### config.mk
export PLATFORM = sky130hd
export DESIGN_NAME = gray_step_sequencer
export DESIGN_NICKNAME = d
export VERILOG_FILES = /design/src/rtl/gray_seq_pkg.sv /design/src/rtl/gray_step_core.sv /design/src/rtl/gray_step_sequencer.sv
export SDC_FILE = /design/constraint.sdc
export NUM_CORES = 1
export LEC_CHECK = 0
export ABC_CLOCK_PERIOD_IN_PS = 3860
export BUFFER_PORTS_ARGS = -buffer_cell sky130_fd_sc_hd__buf_2
export CAP_MARGIN = 30
export CORE_ASPECT_RATIO = 0.5
export CORE_MARGIN = 10
export CORE_UTILIZATION = 55
export CTS_BUF_LIST = sky130_fd_sc_hd__clkbuf_2
export DETAILED_ROUTE_END_ITERATION = 16
export PLACE_DENSITY_LB_ADDON = 0.1
export SYNTH_ARGS = -nofsm -noshare
export SYNTH_HDL_FRONTEND = slang
export SYNTH_SLANG_ARGS = --single-unit
### constraint.sdc
create_clock -name i_clk -period 3.86 [get_ports i_clk]
set_input_delay 0.772 -clock i_clk [delete_from_list [all_inputs] [get_ports i_clk]]
set_output_delay 0.772 -clock i_clk [all_outputs]
set_load 0.005 [all_outputs]
### src/rtl/gray_seq_pkg.sv
// Shared types and helpers for the Gray-code step sequencer.
// The Gray view of the position is always derived from the binary view through bin2gray.
package gray_seq_pkg;

  typedef enum logic [1:0] {
    IDLE,
    RUN,
    DONE
  } state_e;

  localparam logic DIR_UP = 1'b1;
  localparam logic DIR_DN = 1'b0;

  // Wide enough for any practical SIZE; callers cast the result down to their own width.
  localparam int unsigned GRAY_MAX_W = 32;

  function automatic logic [GRAY_MAX_W-1:0] bin2gray(input logic [GRAY_MAX_W-1:0] b);
    return b ^ (b >> 1);
  endfunction

endpackage

### src/rtl/gray_step_core.sv
// Position register pair: binary counter plus its registered Gray conversion.
// Both registers update on the same edge, so the Gray view never lags the binary view.
module gray_step_core
  import gray_seq_pkg::*;
#(
  parameter int unsigned SIZE = 4
) (
  input  logic            i_clk,
  input  logic            i_rst,
  input  logic            i_step_en,
  input  logic            i_dir,
  output logic [SIZE-1:0] o_binn,
  output logic [SIZE-1:0] o_gray
);

  logic [SIZE-1:0] r_binn;
  logic [SIZE-1:0] r_gray;
  logic [SIZE-1:0] w_binn_next;

  // Wraps modulo 2^SIZE in both directions.
  always_comb begin
    if (i_dir == DIR_UP) begin
      w_binn_next = r_binn + SIZE'(1);
    end else begin
      w_binn_next = r_binn - SIZE'(1);
    end
  end

  always_ff @(posedge i_clk) begin
    if (i_rst) begin
      r_binn <= '0;
      r_gray <= '0;
    end else if (i_step_en) begin
      r_binn <= w_binn_next;
      r_gray <= SIZE'(bin2gray(GRAY_MAX_W'(w_binn_next)));
    end
  end

  assign o_binn = r_binn;
  assign o_gray = r_gray;

endmodule

### src/rtl/gray_step_sequencer.sv
// Command-driven Gray-code step sequencer: accepts steps/dir/div, then paces the position
// counter one code per (div+1) cycles until the count is exhausted or the command is aborted.
module gray_step_sequencer
  import gray_seq_pkg::*;
#(
  parameter int unsigned SIZE  = 4,
  parameter int unsigned CNT_W = 16,
  parameter int unsigned DIV_W = 8
) (
  input  logic             i_clk,
  input  logic             i_rst,
  input  logic             i_cmd_valid,
  output logic             o_cmd_ready,
  input  logic [CNT_W-1:0] i_cmd_steps,
  input  logic             i_cmd_dir,
  input  logic [DIV_W-1:0] i_cmd_div,
  input  logic             i_abort,
  output logic             o_busy,
  output logic             o_step,
  output logic             o_done,
  output logic             o_aborted,
  output logic [CNT_W-1:0] o_remaining,
  output logic [SIZE-1:0]  o_count_gray,
  output logic [SIZE-1:0]  o_count_binn
);

  state_e           r_state;
  logic [CNT_W-1:0] r_remaining;
  logic [DIV_W-1:0] r_pace;
  logic [DIV_W-1:0] r_div;
  logic             r_dir;
  logic             r_step;
  logic             r_aborted;
  logic             w_step_en;

  // Abort outranks a due step on the same edge.
  assign w_step_en = (r_state == RUN) && !i_abort && (r_pace == '0);

  always_ff @(posedge i_clk) begin
    if (i_rst) begin
      r_state     <= IDLE;
      r_remaining <= '0;
      r_pace      <= '0;
      r_div       <= '0;
      r_dir       <= DIR_DN;
      r_step      <= 1'b0;
      r_aborted   <= 1'b0;
    end else begin
      r_step <= 1'b0;
      unique case (r_state)
        IDLE: begin
          if (i_cmd_valid) begin
            r_remaining <= i_cmd_steps;
            r_pace      <= i_cmd_div;
            r_div       <= i_cmd_div;
            r_dir       <= i_cmd_dir;
            r_aborted   <= 1'b0;
            r_state     <= (i_cmd_steps == '0) ? DONE : RUN;
          end
        end
        RUN: begin
          if (i_abort) begin
            r_aborted <= 1'b1;
            r_state   <= DONE;
          end else if (r_pace == '0) begin
            r_step      <= 1'b1;
            r_pace      <= r_div;
            r_remaining <= r_remaining - CNT_W'(1);
            if (r_remaining == CNT_W'(1)) begin
              r_state <= DONE;
            end
          end else begin
            r_pace <= r_pace - DIV_W'(1);
          end
        end
        DONE:    r_state <= IDLE;
        default: r_state <= IDLE;
      endcase
    end
  end

  gray_step_core #(
    .SIZE(SIZE)
  ) u_core (
    .i_clk    (i_clk),
    .i_rst    (i_rst),
    .i_step_en(w_step_en),
    .i_dir    (r_dir),
    .o_binn   (o_count_binn),
    .o_gray   (o_count_gray)
  );

  assign o_cmd_ready = (r_state == IDLE);
  assign o_busy      = (r_state == RUN);
  assign o_done      = (r_state == DONE);
  assign o_step      = r_step;
  assign o_aborted   = r_aborted;
  assign o_remaining = r_remaining;

endmodule

* Word-level counts from Yosys, hierarchy flattened
Index checks and enable logic that the tools add are counted.
** Word-level totals
- Input port bits :: 29
- Word-level logic and storage cells :: 56
- Flip-flop bits (word level) :: 45
- Output and inout port bits :: 29
** Cells by class
- Mux-type cells :: 19
- Equality and inequality tests :: 9
- Reduce and logical (&&, ||, !) cells :: 13
- Bitwise gates (word level) :: 2
- Add/subtract/negate cells :: 4
** Operators by type and width (number)
- $mux W16 :: 3
- $pmux W16 S2 :: 1
- $mux W8 :: 3
- $eq A16 B1 Y1 const B :: 1
- $logic_not A16 Y1 :: 1
- $pmux W8 S2 :: 1
- $sub A16 B1 Y16 const B :: 1
- $mux W2 :: 5
- $reduce_and A3 Y1 :: 3
- $logic_not A8 Y1 :: 1
- $sub A8 B1 Y8 const B :: 1
- $ne A2 B2 Y1 const B :: 3
- $ne A3 B2 Y1 const B :: 2
- $add A4 B1 Y4 const B :: 1
- $mux W4 :: 1
- $pmux W2 S2 :: 1
- $reduce_and A4 Y1 :: 1
- $sub A4 B1 Y4 const B :: 1
- $xor A4 B3 Y4 :: 1
- $mux W1 :: 3
- $reduce_or A3 Y1 :: 1
- $eq A2 B1 Y1 const B :: 1
- $eq A2 B2 Y1 const B :: 1
- $logic_and A1 B1 Y1 :: 2
- 7 further kinds :: 7

* Longest topological paths before layout
- Word-level depth :: 5
- Mapped depth :: 8
- Mapped depth without buffers :: 7

* Modules after synthesis
From an unflattened synthesis, not the netlist that was laid out.
** Second synthesis, totals
- Cells, all modules :: 340
- Area total of the unflattened synthesis :: 2630.0 µm²
** By module, submodules not included
- gray_step_sequencer :: times used 1, sequential area each 740.7 µm², cells each 298, area each 2202.1 µm²
- gray_step_core :: times used 1, sequential area each 140.1 µm², cells each 42, area each 427.9 µm²

* Worst setup path before layout
OpenSTA, ideal clock, no wires.
- Path type :: flip-flop to flip-flop
- Start :: register r_remaining[0], in the netlist o_remaining[0]
- End :: register r_remaining[12], in the netlist o_remaining[12]
- Slack :: 1584 ps
- Path buffers :: 0
- Clock period less this slack :: 2276 ps
- Arrival time :: 2144 ps
- Setup time :: 132 ps
- Data required time :: 3728 ps
- Stages on the path, launching flop included :: 8
- Cell sequence :: dfxtp_1 -> inv_1 -> ha_1 -> or4b_2 -> nor4_1 -> nand3_1 -> o311ai_0 -> a21oi_1
** On the way
- Cells in the longest elaborated chain, start to end :: 4
** Ends and longest elaborated chain
- start: declaration :: line gray_step_sequencer.sv:28 : logic [CNT_W-1:0] r_remaining;
- start signal: assignment :: line gray_step_sequencer.sv:53 : r_remaining <= i_cmd_steps;
- start signal: assignment :: line gray_step_sequencer.sv:68 : r_remaining <= r_remaining - CNT_W'(1);
- $sub A16 B1 Y16 :: line gray_step_sequencer.sv:68
- $mux W16 :: line gray_step_sequencer.sv:65 : end else if (r_pace == '0) begin
- $mux W16 :: line gray_step_sequencer.sv:62 : if (i_abort) begin
- $pmux W16 S2 :: line gray_step_sequencer.sv:50 : unique case (r_state)
Every way passes these cells. The select of a mux whose other input is x is not followed.
A chain may end at the register's enable or synchronous reset.

* Worst setup path after layout
- Start :: register r_state[0]
- End :: output o_busy
** On the way
- Cells in the longest elaborated chain, start to end :: 1
** Ends and longest elaborated chain
- start: declaration :: line gray_step_sequencer.sv:27 : state_e r_state;
- start signal: assignment :: line gray_step_sequencer.sv:58 : r_state <= (i_cmd_steps == '0) ? DONE : RUN;
- $eq A2 B1 Y1 :: line gray_step_sequencer.sv:94 : assign o_busy = (r_state == RUN);
- end: declaration :: line gray_step_sequencer.sv:18 : output logic o_busy,
Every way passes these cells.

==> impl_metrics.json <==
{
  "antenna_left": 0,
  "tightest_slew_ns": 0.780,
  "fin_skew_ns": 0.0143,
  "die_x_microns": 116,
  "grt_pass1_vias": 2480,
  "num-nets-final": 412,
  "cp.depth": 3,
  "cellLeakagePower_nw": 1.17,
  "start_util_pct": 57.3,
  "grt_pass1_wl_mm": 11.9,
  "syn_nets": 364,
  "gr-total-overflow": 0,
  "synth_area_leader_cell": "dfxtp_1",
  "max_cap_viol_count": 0,
  "worst_ep_arrival_time_ns": 1.89,
  "async_reset_ff_share_pct": 0,
  "pwr_density_cell_nw_per_um2": 389,
  "drive_gt1_share_pct": 19.6,
  "fmax_mhz": 375,
  "yosys_warnings": 0,
  "htreeDepth": 2,
  "worstPathRequired_ns": 3.09,
  "layout_commonest_cell": "buf_2",
  "cts_setup_buffers": 0,
  "syn_area_sq_um": 2520,
  "status": "complete, no violations",
  "p_clk_share_pct": 18.2,
  "synth_edf_count": 0,
  "register_area_sq_um": 881,
  "cpPeakStageDelay_ns": 0.56,
  "diodes": 0,
  "hp-class": "flip-flop to flip-flop",
  "num_vias": 2682,
  "crit_type": "flip-flop to primary output",
  "die-area_sq_um": 7860,
  "rrSetupSlack_ns": 1.23,
  "syn_area_per_cell_sq_um": 7.69,
  "rsz0062_at_grt": "no",
  "comb_power_share_pct": 33.4,
  "grt_max_degree": 44,
  "hold_slack_ns": 0.473,
  "clk_latency_ns": 0.42,
  "hold_violations": 0,
  "post-dp-hpwl_mm": 5.16,
  "maxSlewViolCount": 0,
  "drt_iter0_drc": 332,
  "fp.dieH_microns": 67.9,
  "io_pins": 58,
  "routabilityCongestion": 0.927,
  "cts_tree": "done",
  "synth-seq-cells": 44,
  "via_per_inst": 6.18,
  "crit_fanout": 23,
  "cts_sinks": 44,
  "area_growth_pct": 12.8,
  "critPathCapture": "o_busy",
  "slew_headroom_pct": 48.0,
  "multi_input_area_sq_um": 1500,
  "numPortBuffers": 57,
  "p_int_w": 0.000684,
  "antenna_found_initial": 0,
  "firstDrtPassIters": 5,
  "critPathTopFamily": "buffers and inverters",
  "synth-seq-area-share_pct": 34.9,
  "yosysUniqueCellTypes": 56,
  "remaining_drc_errors": 0,
  "final_cell_mix": "buf_2, dfxtp_1, a21oi_1",
  "start_kind": "flip-flop",
  "r2r_cells": 7,
  "synth_cells": 328,
  "grtUsageTotal_pct": 18.4,
  "worst_setup_path_end_kind": "primary output",
  "cts.path.max_buffers": 2,
  "wl_per_cell_microns": 16.8,
  "cts_made_buffers": 5,
  "post_cts_resized": 0,
  "post-route-period-util_pct": 69.0,
  "p_seq_share_pct": 48.4,
  "r2r_start": "o_remaining[0]",
  "row_count": 17,
  "ys.flop_type": "dfxtp_1",
  "rr_endpoint": "o_remaining[12]",
  "setup_viol": 0,
  "synth.area.top_cells": "dfxtp_1, a21oi_1, nand2_1, nor2_1, o21ai_0",
  "path_cells": "nand2b_1 > inv_1 > buf_2",
  "path_buf_inv": 2,
  "tns_ns": 0,
  "power_switching_w": 0.000424,
  "crit_path_top_delay_cell": "inv_1",
  "core_area_sq_um": 4400,
  "vdd_drop_max_v": 0.000211,
  "fin_crit_ns": 2.66,
  "cts-hold-fix-buffers": 0,
  "switching_share_pct": 38.2,
  "wirelength_mm": 7.29,
  "clkTransAtPathRegs_ns": 0.23,
  "yosysTopAreaCellShare_pct": 34.9,
  "root_buffer": "clkbuf_2",
  "startpoint": "r_state[0]",
  "fillCellCount": 428
}
-- how the worst min path moves through the flow --
stage	startpoint	endpoint	slack [ns]	cells after the start
5_1_grt	r_div[4]	r_div[4]	0.50	2
2_1_floorplan	r_div[2]	r_div[2]	0.43	2
4_1_cts	r_div[4]	r_div[4]	0.47	2
3_3_place_gp	r_div[2]	r_div[2]	0.45	2
3_5_place_dp	r_div[4]	r_div[4]	0.45	2
6_report	r_div[4]	r_div[4]	0.47	2
-- final cells by class --
class	count	area share, %
inverter	9	1.19
timing repair buffer	61	11.1
multi-input combinational	255	52.8
tap	57	2.51
sequential	44	30.9
clock buffer	6	1.05
clock inverter	2	0.396
-- registers in the layout, indices dropped and copies added (netlist names) --
register / flops
r_state: 2
o_step: 1
r_pace: 8
u_core.o_binn: 4
r_div: 8
o_aborted: 1
u_core.o_gray: 3
r_dir: 1
o_remaining: 16
-- worst reg2reg max path, stage by stage, from the launching register on --
cell and delay [ns]:
dfxtp_1 0.40, inv_1 0.11, ha_1 0.22, or4b_2 0.65, nor4_1 0.50, nand3_1 0.19
o311ai_0 0.31, a21oi_1 0.11
-- per-stage QoR --
stage | cells | cell area (sq um) | util (%) | power [W] | setup WS (ns)
after floorplan | 328 | 2520 | - | 0.000799 | 1.58
final | 434 | 2850 | 64.6 | 0.00111 | 1.20
after global routing | 434 | 2850 | 64.6 | 0.00118 | 1.06
after global placement | 426 | 2810 | 63.7 | 0.000900 | 1.38
after CTS | 434 | 2850 | 64.6 | 0.00111 | 1.23
after detailed placement | 426 | 2810 | 63.7 | 0.000907 | 1.28
-- cells in the mapped netlist, drive strengths merged, types with 6 or more instances --
cell type	n
ha	6
nand2	40
nor4	11
o21ai	22
nand2b	8
nor3	8
nor2	33
nand3	10
clkbuf	14
xnor2	8
a21oi	43
inv	9
dfxtp	44
a211oi	6
-- metal layers --
metal	up-vias	global-route usage, %	wire length, microns
li1	1288	-	-
met1	1257	23.6	3210
met2	122	29.4	3230
met3	15	5.32	717
met4	0	5.88	131
met5	-	0	0
-- cell families after synthesis --
kind of cell | count (synthesis) | share of synthesized area (%)
AO/OA/AOI/OAI | 105 | 25.6
multiplexers | 5 | 2.03
AND/OR/NAND/NOR | 130 | 25.4
adder cells (fa/ha/maj) | 7 | 3.77
buffers and inverters | 29 | 5.46
XOR/XNOR | 8 | 2.78
flip-flops | 44 | 34.9
-- power by group through the flow --
stage          clock network (W)  registers, W  logic (W)
6_report                0.000202      0.000536   0.000370
5_1_grt                 0.000228      0.000542   0.000414
4_1_cts                 0.000207      0.000534   0.000366
3_5_place_dp                   0      0.000543   0.000364
3_3_place_gp                   0      0.000541   0.000359
2_1_floorplan                  0      0.000535   0.000264
(Power assumes the default switching activity.)
